## config.mk

```make
export PLATFORM = sky130hd
export DESIGN_NAME = imm_field_packer
export DESIGN_NICKNAME = d
export VERILOG_FILES = /design/src/rtl/imm_field_packer.sv
export SDC_FILE = /design/constraint.sdc
export NUM_CORES = 1
export LEC_CHECK = 0
export ABC_AREA = 0
export CAP_MARGIN = 10
export CELL_PAD_IN_SITES_DETAIL_PLACEMENT = 1
export CELL_PAD_IN_SITES_GLOBAL_PLACEMENT = 1
export CORE_ASPECT_RATIO = 1.2
export CORE_UTILIZATION = 46
export CTS_CLUSTER_SIZE = 20
export DETAILED_ROUTE_END_ITERATION = 16
export HOLD_SLACK_MARGIN = 0.05
export PLACE_DENSITY = 0.87
export RECOVER_POWER = 25
export SKIP_CTS_REPAIR_TIMING = 1
export SYNTH_ARGS = -nofsm -noshare
export SYNTH_HDL_FRONTEND = slang
export SYNTH_SLANG_ARGS = --single-unit
```

## constraint.sdc

```tcl
create_clock -name CLK -period 4 [get_ports CLK]
set_clock_uncertainty 0.1 [all_clocks]
set_input_delay 0.4 -clock CLK [delete_from_list [all_inputs] [get_ports CLK]]
set_output_delay 0.4 -clock CLK [all_outputs]
set_load 0.05 [all_outputs]
```

## src/rtl/imm_field_packer.sv

```systemverilog
// imm_field_packer
//   Encodes a 64-bit constant into the 26-bit LEGv8 instruction immediate
//   field(s) that the immediate sign-extender decodes back to that constant.
//   I/D/B/CB formats produce one beat with a range error flag. IM (MOVZ/MOVK)
//   produces one beat per nonzero 16-bit halfword, in ascending halfword
//   order. Illegal format codes produce one zero beat flagged as an error.
//
// Ports
//   CLK        in   1   clock, rising edge
//   resetl     in   1   asynchronous active-low reset
//   req_valid  in   1   request present
//   req_ready  out  1   high in IDLE; a request is taken on valid && ready
//   req_ctrl   in   3   0=I 1=D 2=B 3=CB 4=IM 5..7 illegal
//   req_value  in   64  constant to encode
//   out_valid  out  1   beat valid
//   out_ready  in   1   consumer accepts beat
//   out_field  out  26  instruction bits [25:0], non-immediate bits zero
//   out_ctrl   out  3   format code of the request being emitted
//   out_movk   out  1   IM only: 0 = MOVZ beat, 1 = MOVK beat
//   out_last   out  1   final beat of the request
//   out_err    out  1   value not representable, or illegal format
module imm_field_packer (
    input  logic        CLK,
    input  logic        resetl,
    input  logic        req_valid,
    output logic        req_ready,
    input  logic [2:0]  req_ctrl,
    input  logic [63:0] req_value,
    output logic        out_valid,
    input  logic        out_ready,
    output logic [25:0] out_field,
    output logic [2:0]  out_ctrl,
    output logic        out_movk,
    output logic        out_last,
    output logic        out_err
);

    typedef enum logic [0:0] {
        IDLE = 1'b0,
        EMIT = 1'b1
    } state_t;

    state_t state_q, state_d;

    logic [63:0] value_q;
    logic [3:0]  mask_q;     // halfwords still to be emitted after the current beat

    // True when the value fits an n-bit two's complement field: every bit
    // from position n-1 upward must equal the sign.
    function automatic logic fits_signed(input logic [63:0] v, input int unsigned n);
        logic signed [63:0] s;
        s = $signed(v) >>> (n - 1);
        return (s == '0) || (s == '1);
    endfunction

    logic        accept;
    logic        advance;
    logic [63:0] src_value;
    logic [3:0]  src_mask;
    logic [3:0]  req_nz;
    logic [1:0]  hw_sel;
    logic        hw_found;
    logic [15:0] imm16;
    logic [3:0]  mask_rest;
    logic [25:0] im_field;

    logic [25:0] first_field;
    logic        first_last;
    logic        first_err;

    assign req_ready = (state_q == IDLE);
    assign out_valid = (state_q == EMIT);
    assign accept    = (state_q == IDLE) && req_valid;
    // Further IM beats only ever follow a non-last beat being taken.
    assign advance   = (state_q == EMIT) && out_ready && !out_last;

    assign req_nz = {|req_value[63:48], |req_value[47:32],
                     |req_value[31:16], |req_value[15:0]};

    // The same halfword picker serves the first beat (from the request) and
    // later beats (from the registered value and remaining mask).
    assign src_value = (state_q == IDLE) ? req_value : value_q;
    assign src_mask  = (state_q == IDLE) ? req_nz    : mask_q;

    always_comb begin
        hw_sel   = 2'd0;
        hw_found = 1'b0;
        for (int unsigned i = 0; i < 4; i++) begin
            if (src_mask[i] && !hw_found) begin
                hw_sel   = i[1:0];
                hw_found = 1'b1;
            end
        end
    end

    assign imm16     = src_value[{hw_sel, 4'b0000} +: 16];
    assign mask_rest = src_mask & ~(4'b0001 << hw_sel);
    assign im_field  = {3'b000, hw_sel, imm16, 5'b00000};

    always_comb begin
        first_field = '0;
        first_last  = 1'b1;
        first_err   = 1'b0;
        case (req_ctrl)
            3'd0: begin
                first_field = {4'b0000, req_value[11:0], 10'b0};
                first_err   = !fits_signed(req_value, 12);
            end
            3'd1: begin
                first_field = {5'b00000, req_value[8:0], 12'b0};
                first_err   = !fits_signed(req_value, 9);
            end
            3'd2: begin
                first_field = req_value[25:0];
                first_err   = !fits_signed(req_value, 26);
            end
            3'd3: begin
                first_field = {2'b00, req_value[18:0], 5'b00000};
                first_err   = !fits_signed(req_value, 19);
            end
            3'd4: begin
                // A zero constant still yields one MOVZ beat (hw=0, imm=0).
                first_field = im_field;
                first_last  = (mask_rest == 4'b0000);
            end
            default: begin
                first_field = '0;
                first_err   = 1'b1;
            end
        endcase
    end

    always_comb begin
        state_d = state_q;
        case (state_q)
            IDLE:    if (req_valid)             state_d = EMIT;
            EMIT:    if (out_ready && out_last) state_d = IDLE;
            default:                            state_d = IDLE;
        endcase
    end

    always_ff @(posedge CLK or negedge resetl) begin
        if (!resetl) begin
            state_q <= IDLE;
        end else begin
            state_q <= state_d;
        end
    end

    always_ff @(posedge CLK or negedge resetl) begin
        if (!resetl) begin
            value_q   <= '0;
            mask_q    <= '0;
            out_field <= '0;
            out_ctrl  <= '0;
            out_movk  <= 1'b0;
            out_last  <= 1'b0;
            out_err   <= 1'b0;
        end else if (accept) begin
            value_q   <= req_value;
            mask_q    <= (req_ctrl == 3'd4) ? mask_rest : 4'b0000;
            out_field <= first_field;
            out_ctrl  <= req_ctrl;
            out_movk  <= 1'b0;
            out_last  <= first_last;
            out_err   <= first_err;
        end else if (advance) begin
            mask_q    <= mask_rest;
            out_field <= im_field;
            out_movk  <= 1'b1;
            out_last  <= (mask_rest == 4'b0000);
        end
    end

endmodule

```

Yosys cells after proc, flatten, opt, wreduce, memory -nomap -nowiden --
Index checks and enable logic that the tools add are counted.
Word-level totals: register bits after elaboration 101, input bits 71, word-level logic and storage cells 74
Cells by class: equal/unequal tests 8, shift-type cells 2, muxes and demuxes 23, bitwise logic cells 3, reductions and logical operators 30
Operator list (number):
- $eq A64 B64 Y1 const B | 4
- $logic_not A64 Y1 | 4
- $pmux W26 S5 | 1
- $mux W64 | 1
- $reduce_or A16 Y1 | 4
- $shiftx A64 B7 Y16 | 1
- $mux W26 | 2
- $mux W4 | 4
- $mux W1 | 11
- $logic_not A1 Y1 | 8
- $logic_and A1 B1 Y1 | 7
- $eq A3 B2 Y1 const B | 2
- $pmux W1 S5 | 1
- $and A4 B4 Y4 | 1
- $logic_not A4 Y1 | 1
- $logic_or A1 B1 Y1 | 4
- $mux W2 | 2
- $not A4 Y4 | 1
- $shl A1 B2 Y4 const A | 1
- $eq A3 B1 Y1 const B | 1
- $eq A3 B3 Y1 const B | 1
- $logic_not A3 Y1 | 1
- $pmux W1 S2 | 1
- $reduce_bool A2 Y1 | 1
- $not A1 Y1 | 1

Logic depth before layout (Yosys ltp) --
word-level depth 18, gate-level depth with buffers 8, mapped depth without buffers 6

Worst setup path after synthesis --
OpenSTA, ideal clock, no wires.
path kind register to register, start point register state_q, in the netlist out_valid, end point register out_field[6], setup time 0.128 ns, data arrival time 2.149 ns, slack 1.623 ns, cell stages (with the launch flop) 8, buffers on the path 2, period minus slack after synthesis 2.377 ns, path through dfrtp_1 -> buf_2 -> inv_2 -> clkbuf_1 -> nor2_1 -> a221oi_1 -> o2bb2ai_1 -> o21ai_0
On the way: elaborated cells between the ends (all ways) 23, those cells by class shift: 1; mux: 11; bitwise: 1; reduce/logical: 10
RTL lines:
- start: declaration | RTL line 43 | state_t state_q, state_d;
- start signal: assignment | RTL line 146 | state_q <= state_d;
- $not A1 Y1 (*)
- named net req_ready | RTL line 26 | output logic req_ready,
- $logic_and A1 B1 Y1 (*) | RTL line 73 | assign accept = (state_q == IDLE) && req_valid;
- $mux W26 / $reduce_bool A2 Y1 (equally long branches)
- end signal: assignment | RTL line 162 | out_field <= first_field;
- end signal: assignment | RTL line 169 | out_field <= im_field;
- end: declaration | RTL line 31 | output logic [25:0] out_field,
Mark *: on every way through the listed nets, which the timed path passes. The rest lies on a longest branch. The select of a mux whose other input is x is not followed. A chain may end at the register's enable or synchronous reset.

Final worst setup path --
start point register state_q, in the netlist out_valid, end point output req_ready
On the way: cells in the longest elaborated chain, start to end 1
RTL lines (RTL line):
- $not A1 Y1
- end: declaration | 26
No other way between the ends.

==> flow_summary_export.csv <==
group,metric,value,unit
hold_path,min_path_type,"register to register",
setup_path,rr_endpoint,"out_field[14]",
global_routing,grt_pass1_vias,5332,
clocking,root_buffer,"clkbuf_16",
synth,seq_area_frac_synth,43.2,%
synth,yosysWarnings,0,
synth,synthArstFlopShare,100,%
cells_and_area,multi_input_area,0.00310,mm^2
floorplanning,dieHeight,126,um
clocking,path_clk_slew,70,ps
drt,viasPerCell,6.59,
global_routing,grt_use_total,30.9,%
synth,synth-edff-count,0,
floorplanning,placeableCoreArea,0.0123,mm^2
sta,fin_setup_tns,0,ps
sta,timing.final.crit_period,3170,ps
power_and_ir_drop,powerDensity,774,mW/mm^2
sta,setup_ws,832,ps
cells_and_area,regArea,0.00253,mm^2
power_and_ir_drop,p_comb_share,52.3,%
placement,hpwlAfterDp,13800,um
clocking,insertion_delay,350,ps
placement,place.gp.congestion,0.963,
setup_path,rr_startpoint,"out_valid",
floorplanning,start_util,47.7,%
power_and_ir_drop,seq_power_share,33.2,%
synth,yosys-top-cells-area,"dfrtp_1, mux2_2, mux2i_1",
setup_path,path_max_fanout,35,
clocking,cts_sinks,101,
cells_and_area,fin_nets,657,
sta,fin_crit_sh,79.2,%
drt,drt-total-wl,19500,um
placement,place_ws,641,ps
setup_path,ff2ff_path_depth,5,
setup_path,cp.required,3500,ps
global_routing,grt_antenna_before_repair,0,
drt,drt_iter0_drc,295,
run_status,status,"complete, but fails checks",
power_and_ir_drop,p_sw,2.43,mW
hold_path,holdPathEnd,"out_field[4]",
cells_and_area,n_antenna_cell,0,
cells_and_area,final_cell_mix,"clkdlybuf4s50_1, dfrtp_1, mux2_2",
hold_path,worstHoldStart,"out_field[4]",
synth,synthFlopType,"dfrtp_1",
setup_path,startpoint_type,"register",
synth,synth_cell_types,61,
setup_path,endpoint_kind,"output pin",
clocking,htree_levels,3,
synth,syn_inst,492,
floorplanning,die_w,105,um
sta,relSlewSlack,-38.7,%
sta,finalSetupViolCount,0,
clocking,cts_buffers,9,
global_routing,grt-ovfl-total,0,
sta,worst_slew_pin_slew,2080,ps
cells_and_area,drive_above_1_share,23.5,%
global_routing,grt_max_degree,80,
cells_and_area,area_growth,23.6,%
drt,vias,4957,
drt,ant_nets,0,
sta,hold_viol,0,
power_and_ir_drop,p_clk_share,14.5,%
power_and_ir_drop,switching_share,43.4,%
cells_and_area,layout.cells.most_common,"clkdlybuf4s50_1",
power_and_ir_drop,peakVddDrop,0.308,mV
synth,synth_area_per_cell,11.9,um^2
synth,syn_nets,563,
drt,drc_errors,0,
placement,portBuffers,104,
global_routing,grt_pass1_wl,30700,um
hold_path,holdPathStages,1,
floorplanning,dieArea,0.0132,mm^2
cells_and_area,fillers,1268,
sta,slew_viol_final,80,
drt,avgRoutedWirePerCell,25.9,um
synth,yosysTopAreaCell,"dfrtp_1",
run_status,violations,"max-capacitance violations, max-slew violations",
floorplanning,pin_count,105,
power_and_ir_drop,internal_power,3.17,mW
setup_path,arrival,2670,ps
run,maxCapViolCount,1,
setup_path,worstSetupPathType,"register to output pin",
synth,syn-cell-area,0.00586,mm^2
power_and_ir_drop,total_leakage_power,2.88,nW
clocking,cts_tree,"built",
drt,first_pass_iters,5,
sta,grt_setup_unrepaired,"no",
floorplanning,rows,44,
synth,synth_top_area_share,43.2,%
sta,max_freq,0.316,GHz
synth,synth-seq-cells,101,
setup_path,regToRegSetupSlack,1110,ps
clocking,cts.path.max_buffers,2,
[Yosys cell counts, drive strengths merged (2+ instances only)]
| cell type | instances |
|---|---|
| o41ai | 2 |
| a21oi | 7 |
| and2b | 3 |
| nand3 | 7 |
| clkbuf | 20 |
| buf | 14 |
| a41o | 2 |
| a211o | 2 |
| nand2b | 4 |
| nor4 | 13 |
| nor3 | 8 |
| mux2 | 73 |
| o2bb2ai | 6 |
| mux4 | 9 |
| a31oi | 2 |
| a211oi | 13 |
| a221oi | 16 |
| or2 | 2 |
| o31ai | 3 |
| mux2i | 45 |
| a22oi | 12 |
| o211ai | 2 |
| nand2 | 5 |
| dfrtp | 101 |
| o21ai | 24 |
| or4 | 3 |
| nor2b | 11 |
| a21o | 7 |
| a221o | 11 |
| a22o | 7 |
| inv | 4 |
| nor2 | 30 |
| nand4 | 14 |
[power groups by stage]
stage | logic [mW] | clock network (mW) | registers [mW]
3_5_place_dp | 2.90 | 0 | 1.86
2_1_floorplan | 1.68 | 0 | 2.18
3_3_place_gp | 2.79 | 0 | 1.81
6_report | 2.93 | 0.814 | 1.86
4_1_cts | 2.93 | 0.818 | 1.85
5_1_grt | 3.11 | 0.842 | 1.91
[critical path, stage by stage, from the launching register on]
cell             delay (ps)
dfrtp_2                 690
inv_2                   430
buf_4                   320
clkdlybuf4s50_1         850
[registers in the layout, summed over array words and instances, names as in the netlist]
| signal | cells |
|---|---|
| value_q | 64 |
| out_field | 26 |
| mask_q | 4 |
| out_ctrl | 3 |
| out_err | 1 |
| out_last | 1 |
| out_movk | 1 |
| out_valid | 1 |
[stage by stage]
step	hold slack, ps	total power, mW	cells	utilization [%]	area [um^2]
6_report	408	5.60	752	59.0	7240
4_1_cts	176	5.59	752	59.0	7240
2_1_floorplan	4.41	3.87	492	-	5860
5_1_grt	423	5.86	752	59.0	7240
3_5_place_dp	393	4.76	736	56.9	6980
3_3_place_gp	361	4.60	736	56.9	6980
[worst max path at each step]
stage,start,to,slack [ps],depth (start not counted)
floorplan,out_valid,out_field[6],1620,7
global placement,req_value[33],out_field[10],800,8
detailed placement,req_value[49],out_field[10],640,8
CTS,out_valid,req_ready,840,3
global route,out_valid,req_ready,780,3
finish,out_valid,req_ready,830,3
[area by class of cell]
| class | instances | area share, % |
|---|---|---|
| sequential | 101 | 34.9 |
| clock buffer | 12 | 3.27 |
| multi-input combinational | 353 | 42.8 |
| inverter | 4 | 0.207 |
| tap | 161 | 2.78 |
| timing repair buffer | 117 | 15.7 |
| clock inverter | 4 | 0.346 |
[kinds of logic after synthesis]
logic type,share of synthesized area [%]
compound gates,16.9
buf+inv,3.99
flops,43.2
mux,25.8
simple gates,10.2
[layer usage]
layer / wire length, um / vias up / GRT usage, %
li1: - / 2125 / -
met3: 1380 / 62 / 5.32
met4: 858 / 0 / 17.1
met1: 7850 / 2511 / 39.4
met2: 9410 / 259 / 49.9
met5: 0 / - / 0
Power figures use the tool's default switching activity.
